<file path="config.mk">
export PLATFORM = sky130hd
export DESIGN_NAME = inst_mem_arbiter_flat
export DESIGN_NICKNAME = d
export VERILOG_FILES = /design/src/rtl/inst_mem_arbiter_pkg.sv /design/src/rtl/inst_mem_arbiter_if.sv /design/src/rtl/inst_mem_arbiter_rr_arb2.sv /design/src/rtl/inst_mem_arbiter.sv /design/src/flat_wrapper.sv
export SDC_FILE = /design/constraint.sdc
export NUM_CORES = 1
export LEC_CHECK = 0
export ABC_AREA = 1
export ABC_CLOCK_PERIOD_IN_PS = 4500
export BUFFER_PORTS_ARGS = -buffer_cell sky130_fd_sc_hd__buf_2
export CORE_AREA = 2 2 105 107
export CTS_CLUSTER_DIAMETER = 120
export DETAILED_ROUTE_END_ITERATION = 7
export DIE_AREA = 0 0 107 109
export PLACE_DENSITY_LB_ADDON = 0.3
export SYNTH_ARGS = -nofsm -noshare
export SYNTH_HDL_FRONTEND = slang
export SYNTH_HIERARCHICAL = 1
export SYNTH_SLANG_ARGS = --single-unit
</file>
<file path="constraint.sdc">
create_clock -name clk -period 4.5 [get_ports clk]
set_input_delay 0.225 -clock clk [delete_from_list [all_inputs] [get_ports clk]]
set_output_delay 0.225 -clock clk [all_outputs]
set_load 0.005 [all_outputs]
</file>
<file path="src/rtl/inst_mem_arbiter_pkg.sv">
// Shared definitions for the instruction-memory arbiter: port IDs, NOP data, tag layout.
package inst_mem_arbiter_pkg;
  typedef enum logic {PORT_FETCH = 1'b0, PORT_LOADER = 1'b1} port_e;

  localparam logic [31:0] NOP_RDATA = 32'h0;
  localparam int          WRCNT_W   = 16;

  typedef struct packed {
    logic  vld;
    port_e port;
    logic  err;
  } tag_t;
endpackage

</file>
<file path="src/rtl/inst_mem_arbiter_if.sv">
// Fetch, loader and memory-side signals of the instruction-memory arbiter.
interface inst_mem_arbiter_if #(parameter int IROM_SPACE = 4096);
  localparam int AW = $clog2(IROM_SPACE);

  logic          f_valid, f_ready, f_rvalid, f_err;
  logic [31:0]   f_addr, f_rdata;
  logic          l_valid, l_ready, l_rvalid, l_err;
  logic [3:0]    l_we;
  logic [31:0]   l_addr, l_wdata, l_rdata;
  logic          mem_cs;
  logic [3:0]    mem_we;
  logic [AW-1:0] mem_addr;
  logic [31:0]   mem_wdata, mem_rdata;

  modport slave (
    input  f_valid, f_addr, l_valid, l_we, l_addr, l_wdata, mem_rdata,
    output f_ready, f_rvalid, f_rdata, f_err, l_ready, l_rvalid, l_rdata, l_err,
           mem_cs, mem_we, mem_addr, mem_wdata
  );
  modport master (
    output f_valid, f_addr, l_valid, l_we, l_addr, l_wdata, mem_rdata,
    input  f_ready, f_rvalid, f_rdata, f_err, l_ready, l_rvalid, l_rdata, l_err,
           mem_cs, mem_we, mem_addr, mem_wdata
  );
endinterface

</file>
<file path="src/rtl/inst_mem_arbiter_rr_arb2.sv">
// 2-way round-robin arbiter; bit 0 = fetch, bit 1 = loader. Fetch wins the first tie.
module rr_arb2
  import inst_mem_arbiter_pkg::*;
(
  input  logic       clk,
  input  logic       rst,
  input  logic [1:0] req,
  output logic [1:0] gnt
);
  port_e last;

  always_comb begin
    gnt = req;
    if (req == 2'b11) gnt = (last == PORT_LOADER) ? 2'b01 : 2'b10;
  end

  always_ff @(posedge clk) begin
    if (rst)         last <= PORT_LOADER;
    else if (gnt[0]) last <= PORT_FETCH;
    else if (gnt[1]) last <= PORT_LOADER;
  end
endmodule

</file>
<file path="src/rtl/inst_mem_arbiter.sv">
// Shares the single-port instruction RAM between core fetch and the loader/debug port.
module inst_mem_arbiter
  import inst_mem_arbiter_pkg::*;
#(
  parameter int IROM_SPACE = 4096
) (
  input  logic               clk,
  input  logic               rst,
  input  logic               fetch_en,
  inst_mem_arbiter_if.slave  bus,
  output logic [WRCNT_W-1:0] wr_count
);
  localparam int AW = $clog2(IROM_SPACE);

  logic       f_oor, l_oor, l_rd, l_wr, wr_err, rsp_vld;
  logic [1:0] req, gnt;
  logic [31:0] rsp_data;
  tag_t       tag;

  assign f_oor = |bus.f_addr[31:AW+2];
  assign l_oor = |bus.l_addr[31:AW+2];

  // Masking requests with rst keeps every grant-derived output at 0 during reset.
  assign req = {bus.l_valid & ~rst, bus.f_valid & fetch_en & ~rst};

  rr_arb2 u_arb (.clk(clk), .rst(rst), .req(req), .gnt(gnt));

  assign bus.f_ready = gnt[0];
  assign bus.l_ready = gnt[1];
  assign l_rd = gnt[1] & (bus.l_we == 4'h0);
  assign l_wr = gnt[1] & (bus.l_we != 4'h0);

  always_comb begin
    bus.mem_cs    = 1'b0;
    bus.mem_we    = 4'h0;
    bus.mem_addr  = '0;
    bus.mem_wdata = NOP_RDATA;
    if (gnt[1]) begin
      bus.mem_addr = bus.l_addr[AW+1:2];
      if (!l_oor) begin
        bus.mem_cs    = 1'b1;
        bus.mem_we    = bus.l_we;
        bus.mem_wdata = bus.l_wdata;
      end
    end else if (!rst) begin
      bus.mem_addr = bus.f_addr[AW+1:2];
      bus.mem_cs   = gnt[0] & ~f_oor;
    end
  end

  always_ff @(posedge clk) begin
    if (rst) begin
      tag      <= '{vld: 1'b0, port: PORT_FETCH, err: 1'b0};
      wr_err   <= 1'b0;
      wr_count <= '0;
    end else begin
      tag.vld  <= gnt[0] | l_rd;
      tag.port <= gnt[1] ? PORT_LOADER : PORT_FETCH;
      tag.err  <= gnt[1] ? l_oor : f_oor;
      wr_err   <= l_wr & l_oor;
      if (l_wr && !l_oor && wr_count != {WRCNT_W{1'b1}})
        wr_count <= wr_count + 1'b1;
    end
  end

  // Gating with rst drops a response whose read was accepted just before reset.
  assign rsp_vld      = tag.vld & ~rst;
  assign rsp_data     = (rsp_vld && !tag.err) ? bus.mem_rdata : NOP_RDATA;
  assign bus.f_rvalid = rsp_vld & (tag.port == PORT_FETCH);
  assign bus.l_rvalid = rsp_vld & (tag.port == PORT_LOADER);
  assign bus.f_rdata  = bus.f_rvalid ? rsp_data : NOP_RDATA;
  assign bus.l_rdata  = bus.l_rvalid ? rsp_data : NOP_RDATA;
  assign bus.f_err    = bus.f_rvalid & tag.err;
  assign bus.l_err    = (bus.l_rvalid & tag.err) | (wr_err & ~rst);
endmodule

</file>
<file path="src/flat_wrapper.sv">
// flat-port wrapper written by rule: the top's interface ports become plain ports
module inst_mem_arbiter_flat import inst_mem_arbiter_pkg::*;
#(
  parameter int IROM_SPACE = 4096
)
  (clk, rst, fetch_en, wr_count, bus_f_valid, bus_f_addr, bus_l_valid, bus_l_we, bus_l_addr, bus_l_wdata, bus_mem_rdata, bus_f_ready, bus_f_rvalid, bus_f_rdata, bus_f_err, bus_l_ready, bus_l_rvalid, bus_l_rdata, bus_l_err, bus_mem_cs, bus_mem_we, bus_mem_addr, bus_mem_wdata);
  inst_mem_arbiter_if #(.IROM_SPACE(IROM_SPACE)) bus_i ();
  input  logic clk;
  input  logic rst;
  input  logic fetch_en;
  output logic [WRCNT_W-1:0] wr_count;
  input wire logic [$bits(bus_i.f_valid)-1:0] bus_f_valid;
  input wire logic [$bits(bus_i.f_addr)-1:0] bus_f_addr;
  input wire logic [$bits(bus_i.l_valid)-1:0] bus_l_valid;
  input wire logic [$bits(bus_i.l_we)-1:0] bus_l_we;
  input wire logic [$bits(bus_i.l_addr)-1:0] bus_l_addr;
  input wire logic [$bits(bus_i.l_wdata)-1:0] bus_l_wdata;
  input wire logic [$bits(bus_i.mem_rdata)-1:0] bus_mem_rdata;
  output wire logic [$bits(bus_i.f_ready)-1:0] bus_f_ready;
  output wire logic [$bits(bus_i.f_rvalid)-1:0] bus_f_rvalid;
  output wire logic [$bits(bus_i.f_rdata)-1:0] bus_f_rdata;
  output wire logic [$bits(bus_i.f_err)-1:0] bus_f_err;
  output wire logic [$bits(bus_i.l_ready)-1:0] bus_l_ready;
  output wire logic [$bits(bus_i.l_rvalid)-1:0] bus_l_rvalid;
  output wire logic [$bits(bus_i.l_rdata)-1:0] bus_l_rdata;
  output wire logic [$bits(bus_i.l_err)-1:0] bus_l_err;
  output wire logic [$bits(bus_i.mem_cs)-1:0] bus_mem_cs;
  output wire logic [$bits(bus_i.mem_we)-1:0] bus_mem_we;
  output wire logic [$bits(bus_i.mem_addr)-1:0] bus_mem_addr;
  output wire logic [$bits(bus_i.mem_wdata)-1:0] bus_mem_wdata;
  assign bus_i.f_valid = bus_f_valid;
  assign bus_i.f_addr = bus_f_addr;
  assign bus_i.l_valid = bus_l_valid;
  assign bus_i.l_we = bus_l_we;
  assign bus_i.l_addr = bus_l_addr;
  assign bus_i.l_wdata = bus_l_wdata;
  assign bus_i.mem_rdata = bus_mem_rdata;
  assign bus_f_ready = bus_i.f_ready;
  assign bus_f_rvalid = bus_i.f_rvalid;
  assign bus_f_rdata = bus_i.f_rdata;
  assign bus_f_err = bus_i.f_err;
  assign bus_l_ready = bus_i.l_ready;
  assign bus_l_rvalid = bus_i.l_rvalid;
  assign bus_l_rdata = bus_i.l_rdata;
  assign bus_l_err = bus_i.l_err;
  assign bus_mem_cs = bus_i.mem_cs;
  assign bus_mem_we = bus_i.mem_we;
  assign bus_mem_addr = bus_i.mem_addr;
  assign bus_mem_wdata = bus_i.mem_wdata;
  inst_mem_arbiter #(.IROM_SPACE(IROM_SPACE)) u_core (.clk(clk), .rst(rst), .fetch_en(fetch_en), .bus(bus_i), .wr_count(wr_count));
endmodule
</file>
==> flow_summary.toml <==
[clocking]
clk_latency_worst_skew_pair_ns = 0.27
ctsRootBufferMaster = "clkbuf_8"
cts_inserted_buffers = 3
tritoncts = "done"
ctsResizeCount = 0
clock_path_buffers = 2
h-tree-depth = 1
postCtsSetupBuffers = 0
hold_buffers = 0
clkSlewWorstSetupHoldPaths_ns = 0.08
clock_sink_count = 21

[setup_path]
setup.reg_to_reg.worst_slack_ns = 2.70
reg2reg_depth = 7
critPathLaunchType = "input pin"
timing.critical_path.to = "bus_l_rdata[6]"
critical_path.slowest_cell = "nor2_2"
worstReg2RegEnd = "u_core/wr_count[0]$_SDFFE_PP0P_"
worstPathCellList = "buf_2, inv_2, nand2_1, nor2_2, buf_4, nand2_1, nor2_1, buf_2"
required_ns = 4.28
worstSetupEndpointType = "output port"
timing.rr.start = "u_core/u_arb/last$_SDFFE_PP1P_"
worst_path_largest_cell_delay_ns = 0.77
timing_worst_setup_path_type = "input pin to output port"
path_max_fanout = 26
cp_data_arrival_time_ns = 2.22
setup.worst_path.start = "rst"

[pwr]
power.switching_fraction_pct = 28.3
seqPwrFrac_pct = 42.9
share_comb_of_total_power_pct = 27.6
worst_ir_drop_vdd_mv = 0.0668
internal_power_w = 0.000316
netSwitchingPower_w = 0.000125
static-leakage-power_nw = 2.27
clockPowerShare_pct = 29.4
cellPowerDensity_nw_per_um2 = 121

[synthesis]
syn_avg_cell_area_um2 = 5.41
yosys.area.top_type = "nor2_1"
syn_inst = 404
post_synth_num_cell_types = 31
synthesis.nets = 542
post_synth_most_frequent_cells = "147 x nor2_1, 75 x nand2_1, 50 x inv_1, 23 x nand3_1, 21 x dfxtp_1"
yosys.cell_count.top_type = "nor2_1"
synthArstFlopShare_pct = 0
ys.flop_type = "dfxtp_1"
yosys_warnings = 6
seq_area_frac_synth_pct = 19.2
postSynthRegisterBits = 21
synth.top_cell.area_share_pct = 25.2
syn-cell-area_um2 = 2190
number_of_synthesized_flops_with_an_enable_pin = 0
synth_top_cells_by_area = "nor2_1 25%, dfxtp_1 19%, nand2_1 13%, inv_1 8.6%, nand3_1 5.3%"

[grt]
overflow = 0
grt_pass1_vias = 2756
grt_pass1_wl_um = 12800
grt_max_degree = 38
grt_antenna_before_repair = 0
gr-usage-all-layers_pct = 13.6

[final_layout]
finish.net_count = 796
area_delta_synth_final_pct = 66.9
final_cell_area_excluding_filler_cells_um2 = 3650
drive_gt1_share_pct = 45.7
fin_util_pct = 34.4
n_antenna_cell = 0
layout.cells.non_filler = 797

[route]
postRouteWirelength_um = 8770
routed_via_density = 4.11
initialDrtViolationCount = 151
drc_errors = 0
routedWlPerCell_um = 11.0
drt_first_pass_iters = 5
vias = 3277
final_antenna_net_count = 0

[floorplanning]
std_cell_rows = 38
design.die.area_um2 = 11700
floorplan.die.height_um = 109
core_area_um2 = 10600
starting_utilization_of_the_core_area_pct = 20.6
dieWidth_um = 107
io_pins = 272

[timing]
report.final.hold_viol_count = 0
setup-tns-final_ns = 0
slew_headroom_pct = 32.6
skew_ns = 0.0122
timing.fmax_mhz = 409
timing.final.crit_share_pct = 54.3
fin_crit_ns = 2.44
tightestPinTransition_ns = 1.01
finalSetupViolCount = 0
finalMaxSlewViolations = 0
rsz0062_at_grt = "false"
fin_hold_ws_ns = 0.243

[place]
place.detailed.hpwl_um = 7350
place_inst = 793
postPlaceCellArea_um2 = 3600
gp_routability_congestion = 0.743
io_buffers = 267

[run_status]
status = "finished, final reports clean"

[worst_hold_path]
hold_path.class = "input pin to flop"

[flow_run]
drv_cap = 0
[power groups by stage]
stage               Combinational [W]  Sequential [W]  Clock [W]
floorplan                   0.0000481        0.000193          0
global placement             0.000123        0.000194          0
detailed placement           0.000123        0.000194          0
CTS                          0.000124        0.000189   0.000137
global route                 0.000138        0.000190   0.000144
finish                       0.000122        0.000189   0.000130
[layer usage]
metal  routed length [um]  track usage (%)
met3                  680             2.15
met5                    0                0
met4                  165             4.27
met2                 4630             27.0
met1                 3290             14.7
[worst max-delay path, delay by kind of cell]
kind                   cells  cell delay, ns
buffers and inverters      4            0.84
AND/OR/NAND/NOR            4            1.13
[cell type report]
class | count | area [um^2]
fillers | 1261 | 6950
multi-input cells | 309 | 1440
repair buffers | 270 | 1360
flip-flops and latches | 21 | 420
inverters | 53 | 201
well taps | 140 | 175
clock buffers | 3 | 41.3
clock inverters | 1 | 7.51
[through the flow]
step	power (W)	setup slack (ns)
2_1_floorplan	0.000241	2.85
3_3_place_gp	0.000316	1.99
3_5_place_dp	0.000317	2.01
4_1_cts	0.000450	2.03
5_1_grt	0.000472	1.83
6_report	0.000441	2.06
[placed cells by master, fill, tap and decap left out]
cell type and n:
nand3_1 23, nor2_1 146, nand3_2 2, or2_4 1, ha_1 1, o21ai_0 1, and2_1 1, nand4_1 4
inv_4 1, a32o_1 1, a21oi_1 14, nor3b_1 1, xnor2_1 1, nor4_1 3, nand4_2 1, nand3_4 1
nand2_1 75, nand3b_1 1, a21boi_2 1, dfxtp_1 21, buf_4 3, a21oi_2 1, inv_2 2, inv_1 50
clkbuf_8 3, nor2_4 6, buf_2 267, clkinvlp_4 1, nor2_2 10, nor3_1 1, a22o_1 13
[logic make-up (layout without fill, tap and decap cells)]
logic type / after synthesis / count (layout) / share of synthesized area (%)
fa+ha+maj: 1 / 1 / 0.572
compound gates: 31 / 31 / 10.0
buf+inv: 74 / 327 / 14.8
xor+xnor: 1 / 1 / 0.401
simple gates: 276 / 276 / 55.0
flops: 21 / 21 / 19.2
[flip-flops by register name, indices dropped and copies added (netlist names)]
name and flops:
u_core/u_arb/last 1, u_core/wr_err 1, u_core/wr_count 16, u_core/tag 3
[how the worst min path moves through the flow]
stage / startpoint / slack (ns) / cells past startpoint / endpoint
CTS: rst / 0.23 / 2 / u_core/tag[1]$_SDFF_PP0_
floorplan: rst / 0.33 / 1 / u_core/tag[1]$_SDFF_PP0_
detailed placement: u_core/u_arb/last$_SDFFE_PP1P_ / 0.51 / 3 / u_core/u_arb/last$_SDFFE_PP1P_
global route: rst / 0.26 / 3 / u_core/u_arb/last$_SDFFE_PP1P_
finish: rst / 0.24 / 2 / u_core/tag[1]$_SDFF_PP0_
global placement: u_core/wr_count[1]$_SDFFE_PP0P_ / 0.52 / 2 / u_core/wr_count[1]$_SDFFE_PP0P_
Power figures use the tool's default switching activity.
